<file path="src/rtl/shacc_pkg.sv">
// Shared constants for the multi-lane shifter-accumulator: default widths and
// the output-buffer state encoding.
package shacc_pkg;
    localparam int W_DEF  = 32;
    localparam int A_DEF  = 8;
    localparam int N_DEF  = 4;
    localparam int CW_DEF = 8;

    localparam logic BUF_EMPTY = 1'b0;
    localparam logic BUF_FULL  = 1'b1;
endpackage

</file>
<file path="src/rtl/shacc_lane.sv">
// One accumulator lane: sign-extend, optional negate, shift-add at W+2 bits,
// wrap to W bits and keep a sticky signed-overflow flag for the current job.
module shacc_lane
    import shacc_pkg::*;
#(
    parameter int W = W_DEF,
    parameter int A = A_DEF
) (
    input  logic         clk,
    input  logic         clr_n,
    input  logic         en,
    input  logic         first,
    input  logic         shift,
    input  logic         neg,
    input  logic [A-1:0] data,
    output logic [W-1:0] nxt_acc,
    output logic         nxt_ovf
);

    logic [W-1:0] acc;
    logic         ovf;
    logic [W+1:0] x_ext;
    logic [W+1:0] x_sel;
    logic [W+1:0] base;
    logic [W+1:0] sum;
    logic         ovf_now;

    // Two guard bits make 2*acc + X and the negation of -2^(A-1) exact.
    assign x_ext = {{(W+2-A){data[A-1]}}, data};
    assign x_sel = neg ? -x_ext : x_ext;

    always_comb begin
        base = '0;
        if (!first) begin
            if (shift) base = {acc[W-1], acc, 1'b0};
            else       base = {{2{acc[W-1]}}, acc};
        end
    end

    assign sum     = base + x_sel;
    assign ovf_now = (sum[W+1:W-1] != 3'b000) && (sum[W+1:W-1] != 3'b111);
    assign nxt_acc = sum[W-1:0];
    assign nxt_ovf = ovf_now | (ovf & ~first);

    always_ff @(posedge clk or negedge clr_n) begin
        if (!clr_n) begin
            acc <= '0;
            ovf <= 1'b0;
        end else if (en) begin
            acc <= nxt_acc;
            ovf <= nxt_ovf;
        end
    end

endmodule

</file>
<file path="src/rtl/shacc_lanes.sv">
// Job sequencer for N shifter-accumulator lanes: plane/beat counters, shadow
// configuration, input handshake and a one-entry result buffer.
module shacc_lanes
    import shacc_pkg::*;
#(
    parameter int W  = W_DEF,
    parameter int A  = A_DEF,
    parameter int N  = N_DEF,
    parameter int CW = CW_DEF
) (
    input  logic           clk,
    input  logic           clr_n,
    input  logic [CW-1:0]  cfg_planes,
    input  logic [CW-1:0]  cfg_depth,
    input  logic           cfg_msb_neg,
    input  logic           in_valid,
    output logic           in_ready,
    input  logic [N*A-1:0] in_data,
    output logic           out_valid,
    input  logic           out_ready,
    output logic [N*W-1:0] out_data,
    output logic [N-1:0]   out_ovf,
    output logic           buf_state
);

    logic [CW-1:0]  p_cnt;
    logic [CW-1:0]  d_cnt;
    logic [CW-1:0]  sh_planes;
    logic [CW-1:0]  sh_depth;
    logic           sh_neg;
    logic [CW-1:0]  norm_planes;
    logic [CW-1:0]  norm_depth;
    logic [CW-1:0]  eff_planes;
    logic [CW-1:0]  eff_depth;
    logic           eff_neg;
    logic           first_beat;
    logic           last_d;
    logic           final_beat;
    logic           neg_beat;
    logic           shift_beat;
    logic           accept;
    logic [N*W-1:0] lane_acc;
    logic [N-1:0]   lane_ovf;

    // The first beat of a job uses the live cfg inputs; later beats use the
    // copy captured on that first beat.
    assign first_beat  = (p_cnt == '0) && (d_cnt == '0);
    assign norm_planes = (cfg_planes == '0) ? CW'(1) : cfg_planes;
    assign norm_depth  = (cfg_depth == '0) ? CW'(1) : cfg_depth;
    assign eff_planes  = first_beat ? norm_planes : sh_planes;
    assign eff_depth   = first_beat ? norm_depth : sh_depth;
    assign eff_neg     = first_beat ? cfg_msb_neg : sh_neg;

    assign last_d     = (d_cnt == eff_depth - CW'(1));
    assign final_beat = last_d && (p_cnt == eff_planes - CW'(1));
    assign neg_beat   = eff_neg && (p_cnt == '0);
    assign shift_beat = (d_cnt == '0) && (p_cnt != '0);

    // Handshake: a beat transfers on in_valid & in_ready, a result on
    // out_valid & out_ready. Only a final beat needs buffer space, and it may
    // use the slot being drained in the same cycle.
    assign in_ready  = !(final_beat && (buf_state == BUF_FULL) && !out_ready);
    assign accept    = in_valid && in_ready;
    assign out_valid = (buf_state == BUF_FULL);

    for (genvar i = 0; i < N; i++) begin : g_lane
        shacc_lane #(.W(W), .A(A)) u_lane (
            .clk     (clk),
            .clr_n   (clr_n),
            .en      (accept),
            .first   (first_beat),
            .shift   (shift_beat),
            .neg     (neg_beat),
            .data    (in_data[i*A +: A]),
            .nxt_acc (lane_acc[i*W +: W]),
            .nxt_ovf (lane_ovf[i])
        );
    end

    always_ff @(posedge clk or negedge clr_n) begin
        if (!clr_n) begin
            p_cnt     <= '0;
            d_cnt     <= '0;
            sh_planes <= CW'(1);
            sh_depth  <= CW'(1);
            sh_neg    <= 1'b0;
        end else if (accept) begin
            if (first_beat) begin
                sh_planes <= norm_planes;
                sh_depth  <= norm_depth;
                sh_neg    <= cfg_msb_neg;
            end
            if (final_beat) begin
                p_cnt <= '0;
                d_cnt <= '0;
            end else if (last_d) begin
                d_cnt <= '0;
                p_cnt <= p_cnt + CW'(1);
            end else begin
                d_cnt <= d_cnt + CW'(1);
            end
        end
    end

    always_ff @(posedge clk or negedge clr_n) begin
        if (!clr_n) begin
            buf_state <= BUF_EMPTY;
            out_data  <= '0;
            out_ovf   <= '0;
        end else if (accept && final_beat) begin
            buf_state <= BUF_FULL;
            out_data  <= lane_acc;
            out_ovf   <= lane_ovf;
        end else if (out_valid && out_ready) begin
            buf_state <= BUF_EMPTY;
        end
    end

endmodule

</file>
<file path="config.mk">
export PLATFORM = sky130hd
export DESIGN_NAME = shacc_lanes
export DESIGN_NICKNAME = d
export VERILOG_FILES = /design/src/rtl/shacc_pkg.sv /design/src/rtl/shacc_lane.sv /design/src/rtl/shacc_lanes.sv
export SDC_FILE = /design/constraint.sdc
export NUM_CORES = 1
export LEC_CHECK = 0
export ABC_AREA = 1
export BUFFER_PORTS_ARGS = -buffer_cell sky130_fd_sc_hd__clkbuf_2
export CORE_MARGIN = 3
export CORE_UTILIZATION = 55
export CTS_CLUSTER_DIAMETER = 120
export DETAILED_ROUTE_END_ITERATION = 8
export GPL_TIMING_DRIVEN = 0
export PLACE_DENSITY = 0.84
export SLEW_MARGIN = 20
export SYNTH_ARGS = -nofsm -noshare
export SYNTH_HDL_FRONTEND = slang
export SYNTH_SLANG_ARGS = --single-unit
</file>
<file path="constraint.sdc">
create_clock -name clk -period 5.07 [get_ports clk]
set_input_delay 0.507 -clock clk [delete_from_list [all_inputs] [get_ports clk]]
set_output_delay 0.507 -clock clk [all_outputs]
set_load 0.02 [all_outputs]
</file>
# After elaboration in Yosys (flattened, before gate mapping)
# Cells that the tools add are included.
[op_classes]
n_addsub = 12
multipliers = 0
div = 0
magnitude_cmp = 0
n_eq_ne = 6
n_shift = 0
muxes = 23
bitwise_logic = 9
n_reduce_logical = 27
[op_table]
columns = ["op", "count"]
rows = [
  ["$mux 34", 8],
  ["$add 34x34->34", 4],
  ["$neg 34->34", 4],
  ["$mux 32", 4],
  ["$mux 8", 8],
  ["$logic_not 8->1", 4],
  ["$add 8x1->8 const B", 2],
  ["$eq 8x8->1", 2],
  ["$sub 8x1->8 const B", 2],
  ["$logic_and 1x1->1", 13],
  ["$ne 3x3->1 const B", 4],
  ["$reduce_bool 3->1", 4],
  ["$reduce_bool 8->1", 1],
  ["$and 1x1->1", 4],
  ["$or 1x1->1", 4],
  ["$reduce_bool 2->1", 2],
  ["$mux 1", 3],
  ["$logic_not 1->1", 2],
  ["$reduce_and 2->1", 1],
  ["$not 1->1", 1],
]
[word_totals]
ff_bits = 298
latchBits = 0
ramBits = 0
mem_bits_ro = 0
input_bits = 53
wordCells = 93
memories = 0

# Longest topological paths before layout
# Gate-level depths: netlist (run 1).
[depth]
ltp_word = 12
ltp_mapped = 32

# Cells and area by module
# Synthesis (run 1) repeated with hierarchy kept, for this count alone.
[hier_totals]
hier_cells = 3880
hier_area_um2 = 25947.4
[modules_own_cells]
columns = ["mod", "n_inst", "cells_each", "area_each_um2"]
rows = [
  ["shacc_lanes", 1, 1078, 8468.1],
  ["shacc_lane at g_lane[3].u_lane", 1, 700, 4401.7],
  ["shacc_lane at g_lane[0].u_lane", 1, 703, 4379.2],
  ["shacc_lane at g_lane[1].u_lane", 1, 696, 4365.4],
  ["shacc_lane at g_lane[2].u_lane", 1, 703, 4332.9],
]

# Least setup slack after synthesis (run 1)
# Ideal clock, no wire load.
[synth_path]
kind = "reg2reg"
startpoint = "reg d_cnt[0]"
endpoint = "reg g_lane[0].u_lane.acc[26]"
setup_ns = 0.122
t_arrival_ns = 3.960
required_time_ns = 4.948
path_slack_ns = 0.988
path_stages_with_launch = 28
n_path_buf = 4
path_cell_list = "dfrtp_1 > inv_1 > ha_1 > nand2_1 > nor2_4 > nand2_2 > buf_6 > buf_6 > nand2_1 > nand2_1 > nand2_1 > buf_2 > buf_1 > nor2_1 > xnor2_1 > inv_1 > ha_1 > a21oi_1 > o21ai_0 > nand2_1 > nand3_1 > nand3_1 > nand2_1 > a21boi_0 > o21bai_1 > a21oi_1 > xor2_1 > o21ai_1"
[synth_via]
elab_chain_len = 10
word_cells_on_any_way = 20
[synth_lines]
columns = ["item", "line_no", "source"]
rows = [
  ["start, declared", "shacc_lanes.sv:27", "logic [CW-1:0] d_cnt;"],
  ["start signal, assigned", "shacc_lanes.sv:100", "d_cnt <= d_cnt + CW'(1);"],
  ["$logic_not 8->1", "shacc_lanes.sv:47, shacc_lanes.sv:57", ""],
  ["$logic_and 1x1->1", "shacc_lanes.sv:47", "assign first_beat = (p_cnt == '0) && (d_cnt == '0);"],
  ["$mux 8", "-", ""],
  ["$sub 8x1->8, on equally long branches", "shacc_lanes.sv:54, shacc_lanes.sv:55", ""],
  ["$eq 8x8->1, on equally long branches", "shacc_lanes.sv:54, shacc_lanes.sv:55", ""],
  ["$logic_and 1x1->1", "shacc_lanes.sv:55", "assign final_beat = last_d && (p_cnt == eff_planes - CW'(1));"],
  ["$logic_and 1x1->1 (2 in a row)", "shacc_lanes.sv:62", "assign in_ready = !(final_beat && (buf_state == BUF_FULL) && !out_ready);"],
  ["$logic_not 1->1", "shacc_lanes.sv:62", ""],
  ["$logic_and 1x1->1", "shacc_lanes.sv:63", "assign accept = in_valid && in_ready;"],
  ["end signal, assigned", "shacc_lane.sv:50", "acc <= nxt_acc;"],
  ["end, declared", "shacc_lane.sv:20", "logic [W-1:0] acc;"],
]
# Several ways; a longest one is shown, not always the timed one.
# A chain may end at the register's enable or synchronous reset.

# Worst setup path after layout (run 1)
[layout_path]
startpoint = "reg d_cnt[0]"
endpoint = "reg out_data[26]"
[layout_via]
elab_chain_len = 11
word_cells_on_any_way = 21
[layout_lines]
columns = ["item", "line_no", "source"]
rows = [
  ["$logic_not 8->1", "shacc_lanes.sv:47, shacc_lanes.sv:57", ""],
  ["$logic_and 1x1->1", "shacc_lanes.sv:47", ""],
  ["$mux 8", "-", ""],
  ["$sub 8x1->8, on equally long branches", "shacc_lanes.sv:54, shacc_lanes.sv:55", ""],
  ["$eq 8x8->1, on equally long branches", "shacc_lanes.sv:54, shacc_lanes.sv:55", ""],
  ["$logic_and 1x1->1", "shacc_lanes.sv:55", ""],
  ["$logic_and 1x1->1 (2 in a row)", "shacc_lanes.sv:62", ""],
  ["$logic_not 1->1", "shacc_lanes.sv:62", ""],
  ["$logic_and 1x1->1", "shacc_lanes.sv:63", ""],
  ["$logic_and 1x1->1", "shacc_lanes.sv:110", "end else if (accept && final_beat) begin"],
  ["end signal, assigned", "shacc_lanes.sv:112", "out_data <= lane_acc;"],
  ["end, declared", "shacc_lanes.sv:21", "output logic [N*W-1:0] out_data,"],
]
# Several ways; a longest one is shown, not always the timed one.

==> summary.md, run 1 <==
| Metric | Value |
|---|---|
| Logic pwr share | `0.722` |
| Syn Area/Cell | `approximately 7.1 um^2` |
| Min Tclk post-route | `~4.8 ns` |
| R2r startpoint | `d_cnt[0]` |
| CTS tree | `built` |
| Clock skew | `0.02181 ns` |
| Net Sw Frac | `0.5366` |
| DIE HEIGHT | `~210 um` |
| Slew headroom | `0.3389` |
| Rows | `73` |
| Vias per cell | `about 5.7` |
| Vias in the first global route | `roughly 22000` |
| FILL cells | `roughly 3700` |
| Mapped Area | `about 23000 um^2` |
| Remaining antenna violation count | `0` |
| Register area | `around 7500 um^2` |
| Max-slew violation count | `0` |
| Routability cong. | `approximately 1` |
| RSZ-0062 raised after global routing | `yes` |
| Post-synth ARST share | `1.000` |
| Cell count after placement | `just under 4000` |
| Fmax | `about 0.21 GHz` |
| Distinct cell type count after synthesis | `around 50` |
| Layout cell share with drive strength beyond 1 | `0.1112` |
| Pin count of the biggest net entering global routing | `a little over 90` |
| Overall Power | `around 21 mW` |
| # setup viols final | `0` |
| Final Hold Fails | `0` |
| Critical Path AT | `roughly 5.3 ns` |
| Post-route insts no fill | `approximately 4000` |
| DRT Wirelength | `slightly above 70000 um` |
| Endpoint type of the worst setup path | `flop` |
| H-tree lvl count | `1` |
| Multi-input combinational cell area | `~13000 um^2` |
| Chip Width | `about 210 um` |
| Yosys warns | `0` |
| CTS Buf Count | `31` |
| Number of remaining DRC errors | `0` |
| Primary FF master, synth | `dfrtp_1` |
| Setup TNS | `0 ns` |
| MaxCap Viol Count | `0` |
| CP startpoint kind | `flop` |
| Overflow left after global routing | `0` |
| Max clock buf depth | `3` |
| Syn Nets | `3445` |
| Number of synthesized flops with an enable pin | `0` |
| Crit share post-route | `0.9532` |
| Final Instance Area | `25620 um^2` |
| Finished Core Util | `0.6345` |
| Critical Path Sink | `out_data[26]` |
| Initial antenna violation count | `3` |
| First-pass GRT wire length | `112300 um` |
| Root Driver | `clkbuf_16` |
| Nets | `~3700` |
| Status | `finished, final reports clean` |
| Die footprint | `approximately 44000 um^2` |
| Worst-Skew Late Latency | `between 0.6 and 0.7 ns` |
| Slowest-stage cell, CP | `clkbuf_1` |
| Core area | `40370 um^2` |
| Post-synthesis register bit count | `just under 300` |
| Clock transition at path regs | `around 0.06 ns` |
| Cells along the critical path | `inv_1, ha_1, nand2_1, nor2_4, buf_2, clkbuf_1, clkbuf_1, nor2_1, ha_1, inv_1, fa_1, o21ai_2, nand2_1, nand3_1, nand3_1, nand2_2, a21boi_2, o21bai_1, a21oi_1, xor2_1, o21ai_1` |
| Seq pwr share | `0.166` |
| WHS | `a little under 0.3 ns` |
| Pre-CTS WS | `-0.5753 ns` |
| Worst hold path type | `primary input to flop` |
| CP required | `roughly 5.5 ns` |
| Dpl hpwl | `between 50000 and 60000 um` |
| Crit-path max FO | `10` |
| Drt pass-1 iters | `6` |
| P per Cell Area | `around 820 nW/um^2` |
| Reg2Reg Setup Slack | `~0.24 ns` |
| Leakage | `~13 nW` |
| Slew of the pin with the lowest slew margin | `approximately 0.99 ns` |
| Psw | `between 10 and 15 mW` |
| Final WS setup | `0.2373 ns` |
| CP max stage delay | `0.73 ns` |
| Worst Setup SP | `d_cnt[0]` |
| Area growth syn-to-layout | `12.28%` |
| Worst Setup Path Type | `flop to flop` |
| CTS Sinks | `~300` |
| Wire per inst | `between 15 and 20 um` |
| Max IR drop VDD | `0.4729 mV` |
| Seq/Total Area, Yosys | `0.3270` |
| Placed inst area | `about 24000 um^2` |
| Cells on worst reg2reg path | `21` |
| Cell-internal power | `just under 10 mW` |
| Number of DRC markers in iteration 0 | `~2000` |
| Synth Instances | `3214` |
| Clock network power share | `0.112` |
| Worst r2r dst | `out_data[26]` |
| Initial Utilization | `0.5651` |
| Ports | `between 150 and 200` |
| Buffers on Ports | `187` |
| GRT Resource Usage Total | `0.3143` |
| Vias post-DR | `22730` |
[state kept, by name, indices dropped and copies added, names as in the netlist]
| name | cells |
|---|---|
| g_lane.u_lane.ovf | 4 |
| buf_state | 1 |
| d_cnt | 8 |
| out_data | 128 |
| sh_planes | 8 |
| out_ovf | 4 |
| g_lane.u_lane.acc | 128 |
| sh_depth | 8 |
| p_cnt | 8 |
| sh_neg | 1 |
[power by group through the flow]
stage,Sequential (mW),Combinational (mW),Clock [mW]
6_report,3.47,15.1,2.35
5_1_grt,3.55,16.8,2.46
4_1_cts,3.46,14.8,2.37
3_5_place_dp,3.48,14.6,0
3_3_place_gp,3.47,14.4,0
2_1_floorplan,3.43,11.3,0
[synthesized netlist by cell type, types with 5 or more instances]
| cell | instances | area (um^2) |
|---|---|---|
| ha_1 | 174 | 2177 |
| dfrtp_1 | 296 | 7407 |
| nand4_1 | 41 | 256.5 |
| o21ai_0 | 188 | 940.9 |
| a31oi_1 | 15 | 93.84 |
| o21ai_2 | 12 | 105.1 |
| a21oi_1 | 172 | 860.8 |
| buf_1 | 7 | 26.28 |
| inv_2 | 6 | 22.52 |
| nor2_1 | 163 | 611.8 |
| nand3_1 | 113 | 565.5 |
| nand2_2 | 14 | 87.58 |
| xnor2_1 | 60 | 525.5 |
| xor2_1 | 90 | 788.3 |
| o21ai_1 | 178 | 890.9 |
| clkbuf_1 | 47 | 176.4 |
| o21bai_1 | 14 | 105.1 |
| o22ai_1 | 124 | 775.7 |
| inv_1 | 414 | 1554 |
| a21boi_0 | 5 | 37.54 |
| buf_8 | 9 | 135.1 |
| nor3_1 | 16 | 80.08 |
| nor4_1 | 5 | 31.28 |
| nand2_1 | 918 | 3446 |
| a21o_1 | 7 | 52.55 |
| o211ai_1 | 7 | 52.55 |
| o21a_1 | 7 | 52.55 |
| buf_2 | 33 | 165.2 |
| nand3b_1 | 13 | 97.59 |
| buf_6 | 16 | 180.2 |
| nor2_2 | 5 | 31.28 |
[cells in the final DEF, fill, tap and decap left out, types with 90 or more instances in the layout]
cell      instances
nand2_1         915
clkbuf_2        197
xor2_1           90
nand3_1         113
inv_1           414
ha_1            174
o21ai_1         184
a21oi_1         166
o21ai_0         181
o22ai_1         124
nor2_1          163
dfrtp_1         296
[routing by layer]
layer,routed length (um),vias up,global-route usage
met3,6282,182,0.05546
met2,31760,911,0.5095
met4,3240,4,0.1289
li1,-,11040,-
met5,27,-,0
met1,29490,10590,0.4180
[cells by family (layout without fill, tap and decap cells)]
logic type	count (synthesis)	count (layout)	share of synthesized area
other	0	1	0
xor gates and xnor gates	150	150	0.05758
AOI/OAI and AO/OA	739	739	0.1774
adders and majority gates	178	178	0.09893
buffers and inverters	541	789	0.1019
DFF	298	298	0.3270
and+or+nand+nor	1308	1308	0.2372
[worst min path at each step]
stage	endpoint	cells past startpoint	startpoint	slack, ns
after floorplan	buf_state	0	clr_n	0.21
after global placement	g_lane[2].u_lane.ovf	2	g_lane[2].u_lane.ovf	0.46
after detailed placement	g_lane[3].u_lane.acc[26]	2	g_lane[3].u_lane.acc[26]	0.47
after CTS	buf_state	4	out_ready	0.28
after global routing	buf_state	4	out_ready	0.34
final	buf_state	4	out_ready	0.29
[repair_timing]
action,4_1_cts,5_1_grt
endpoints found under the setup margin,93,76
pin swaps,0,0
gates resized for setup,13,42
setup buffers,0,0
endpoints found under the hold margin,53,0
hold buffers,1,0
[critical path, delay by kind of cell (launching register included)]
family | cells | cell delay [ns]
AO/OA/AOI/OAI | 5 | 0.73
XOR/XNOR | 1 | 0.29
adder cells (fa/ha/maj) | 3 | 0.71
buffers and inverters | 5 | 1.65
flip-flops | 1 | 0.41
AND/OR/NAND/NOR | 7 | 0.93
[final cells by class]
cell class | count | share of cell area
Multi-Input combinational cell | 2375 | 0.5104
Sequential cell | 298 | 0.2912
Inverter | 424 | 0.06223
Timing Repair Buffer | 191 | 0.04049
Clock buffer | 44 | 0.03492
Buffer | 117 | 0.03009
Tap cell | 525 | 0.02564
Clock inverter | 13 | 0.004982
Antenna cell | 1 | 0.00009768
Note: power is estimated with default switching activity, not from simulation.
==> run 2: changes to the inputs <==
BUFFER_PORTS_ARGS = default   (was -buffer_cell sky130_fd_sc_hd__clkbuf_2)
DONT_BUFFER_PORTS = 1   (was default)
PLACE_DENSITY = 0.8   (was 0.84)
==> summary.md, run 2 (synthesis gave the netlist of run 1 again) <==
| Metric | Value |
|---|---|
| Status | `complete, but fails checks` |
| Failing checks | `hold timing` |
| Biggest regs | `g_lane.u_lane.acc: 128 flops, out_data: 128 flops` |
| Wire per inst | `19.35 um (+9.0%)` |
| Critical Path AT | `5.26 ns (-0.04 ns)` |
| CP startpoint kind | `flop` |
| CTS Sinks | `298 (unchanged)` |
| Drt pass-1 iters | `6 (unchanged)` |
| DRT Wirelength | `73580 um (+3.9%)` |
| Die footprint | `43960 um^2 (unchanged)` |
| WHS | `-0.3480 ns (-0.6379 ns)` |
| Ports | `188 (unchanged)` |
| MaxCap Viol Count | `0 (unchanged)` |
| Worst Setup Path Type | `flop to flop` |
| Worst hold path type | `primary input to asynchronous set/reset pin` |
| Reg2Reg Setup Slack | `0.22 ns (-0.02 ns)` |
| Clock transition at path regs | `0.06 ns (about the same)` |
| Rows | `73 (unchanged)` |
| CTS tree | `built` |
| Worst Setup SP | `d_cnt[0]` |
| Core area | `40370 um^2 (unchanged)` |
| Final Hold Fails | `298 (+298)` |
| Commonest non-fill, non-tap cells in the layout | `914 x nand2_1, 413 x inv_1, 296 x dfrtp_1` |
| Initial Utilization | `0.5651 (unchanged)` |
| Pin count of the biggest net entering global routing | `299 (+220%)` |
| Number of DRC markers in iteration 0 | `2004 (-0.10%)` |
| GRT Resource Usage Total | `0.3283 (+0.01402)` |
| R2r startpoint | `d_cnt[0]` |
| Worst-Skew Late Latency | `0.56 ns (-0.05 ns)` |
| Slew headroom | `0.3296 (-0.009343)` |
| Layout cell share with drive strength beyond 1 | `0.06929 (-0.04192)` |
| Chip Width | `209.7 um (unchanged)` |
| Routability cong. | `0.9859 (-1.6%)` |
| Dpl hpwl | `56650 um (+3.9%)` |
| Vias post-DR | `22070 (-2.9%)` |
| # setup viols final | `0 (unchanged)` |
| Overflow left after global routing | `0 (unchanged)` |
| Area growth syn-to-layout | `9.158%` |
| Final WS setup | `0.2197 ns (-0.01759 ns)` |
| Initial antenna violation count | `1 (-2)` |
| Nets | `3482 (-5.1%)` |
| Max-slew violation count | `0 (unchanged)` |
| Root Driver | `clkbuf_16` |
| First-pass GRT wire length | `115300 um (+2.7%)` |
| Finished Core Util | `0.6169 (-0.01764)` |
| Min Tclk post-route | `4.850 ns (+0.01759 ns)` |
| Cell count after placement | `3739 (-4.8%)` |
| Number of remaining DRC errors | `0 (unchanged)` |
| Slew of the pin with the lowest slew margin | `1.006 ns (+0.01401 ns)` |
| Crit share post-route | `0.9567 (+0.003470)` |
| Buffers on Ports | `0 (-100%)` |
| DIE HEIGHT | `209.7 um (unchanged)` |
| Max clock buf depth | `3 (unchanged)` |
| Pre-CTS WS | `-0.7510 ns (-0.1757 ns)` |
| Endpoint type of the worst setup path | `flop` |
| Vias per cell | `5.804 (+1.8%)` |
| Vias in the first global route | `21270 (-2.2%)` |
| Cells on worst reg2reg path | `20 (-4.8%)` |
| Fmax | `0.2062 GHz (-0.36%)` |
| H-tree lvl count | `2 (+1)` |
| CP required | `5.48 ns (-0.06 ns)` |
| Crit-path max FO | `10 (unchanged)` |
| CTS Buf Count | `35 (+13%)` |
| Clock skew | `0.02630 ns (+0.004482 ns)` |
| Remaining antenna violation count | `0 (unchanged)` |
| Commonest non-fill, non-tap cell in the layout | `nand2_1` |
| Worst r2r dst | `out_data[29]` |
| Post-route insts no fill | `3802 (-4.7%)` |
run 2: changes by cell type in the layout (fill, tap and decap cells not counted), moves of 4 or more:
cell,change
clkbuf_16,+6
clkbuf_1,-10
o21ai_2,+4
clkbuf_2,-178
o21ai_0,-4
run 2: cell type report:
| cell class | count | area (um^2) |
|---|---|---|
| Clock buffer | 50 | 1075 |
| Multi-Input combinational cell | 2375 | 13150 |
| Tap cell | 525 | 656.9 |
| Clock inverter | 12 | 175.2 |
| Antenna cell | 1 | 2.502 |
| Inverter | 424 | 1594 |
| Fill cell | 3736 | 15470 |
| Buffer | 117 | 789.5 |
| Sequential cell | 298 | 7460 |
run 2: critical path, cell delays in order, from the launching register on:
cell and delay [ns]:
dfrtp_1 0.41, inv_1 0.13, ha_1 0.16, nand2_1 0.08, nor2_4 0.19, buf_2 0.31
clkdlybuf4s15_2 0.53, clkbuf_1 0.61, o22ai_1 0.20, ha_1 0.43, nand2_1 0.12, inv_1 0.09
a21oi_1 0.20, nand2_1 0.12, nand2_1 0.08, nand2_1 0.08, a21oi_2 0.22, o21ai_1 0.17
a21oi_2 0.22, xor2_2 0.27, o21ai_1 0.11
run 2: how the worst max path moves through the flow:
stage / to / slack [ns] / cells after the start
2_1_floorplan: g_lane[0].u_lane.acc[26] / 0.99 / 27
3_3_place_gp: out_data[58] / -0.76 / 26
3_5_place_dp: out_data[58] / -0.75 / 27
4_1_cts: out_data[29] / 0.06 / 21
5_1_grt: out_data[62] / -0.01 / 28
6_report: out_data[29] / 0.22 / 20
run 2: per-stage QoR:
step           hold WS [ns]  cell area [um^2]  setup TNS, ns
6_report            -0.3480             24910              0
5_1_grt             -0.3696             24900       -0.01322
4_1_cts             -0.3714             24770              0
3_5_place_dp         0.2206             23470         -44.22
3_3_place_gp         0.2230             23470         -37.15
2_1_floorplan        0.2114             22820              0
run 2: layer usage:
layer | vias up | track usage | wire length [um]
li1 | 10660 | - | -
met1 | 10380 | 0.4187 | 30740
met2 | 837 | 0.5401 | 33470
met3 | 181 | 0.07698 | 6086
met4 | 0 | 0.1319 | 3287
met5 | - | 0 | 0
run 2: repair_timing:
action                                  CTS  global route
endpoints found under the setup margin  150            63
setup buffers                             0             0
endpoints found under the hold margin   298           298
resized for setup                        24            68
pin swaps                                 0             3
Power of run 2 is left out: the tool's default activity adds up to more than one toggle a clock period on the data nets, which glitch-free logic cannot reach.
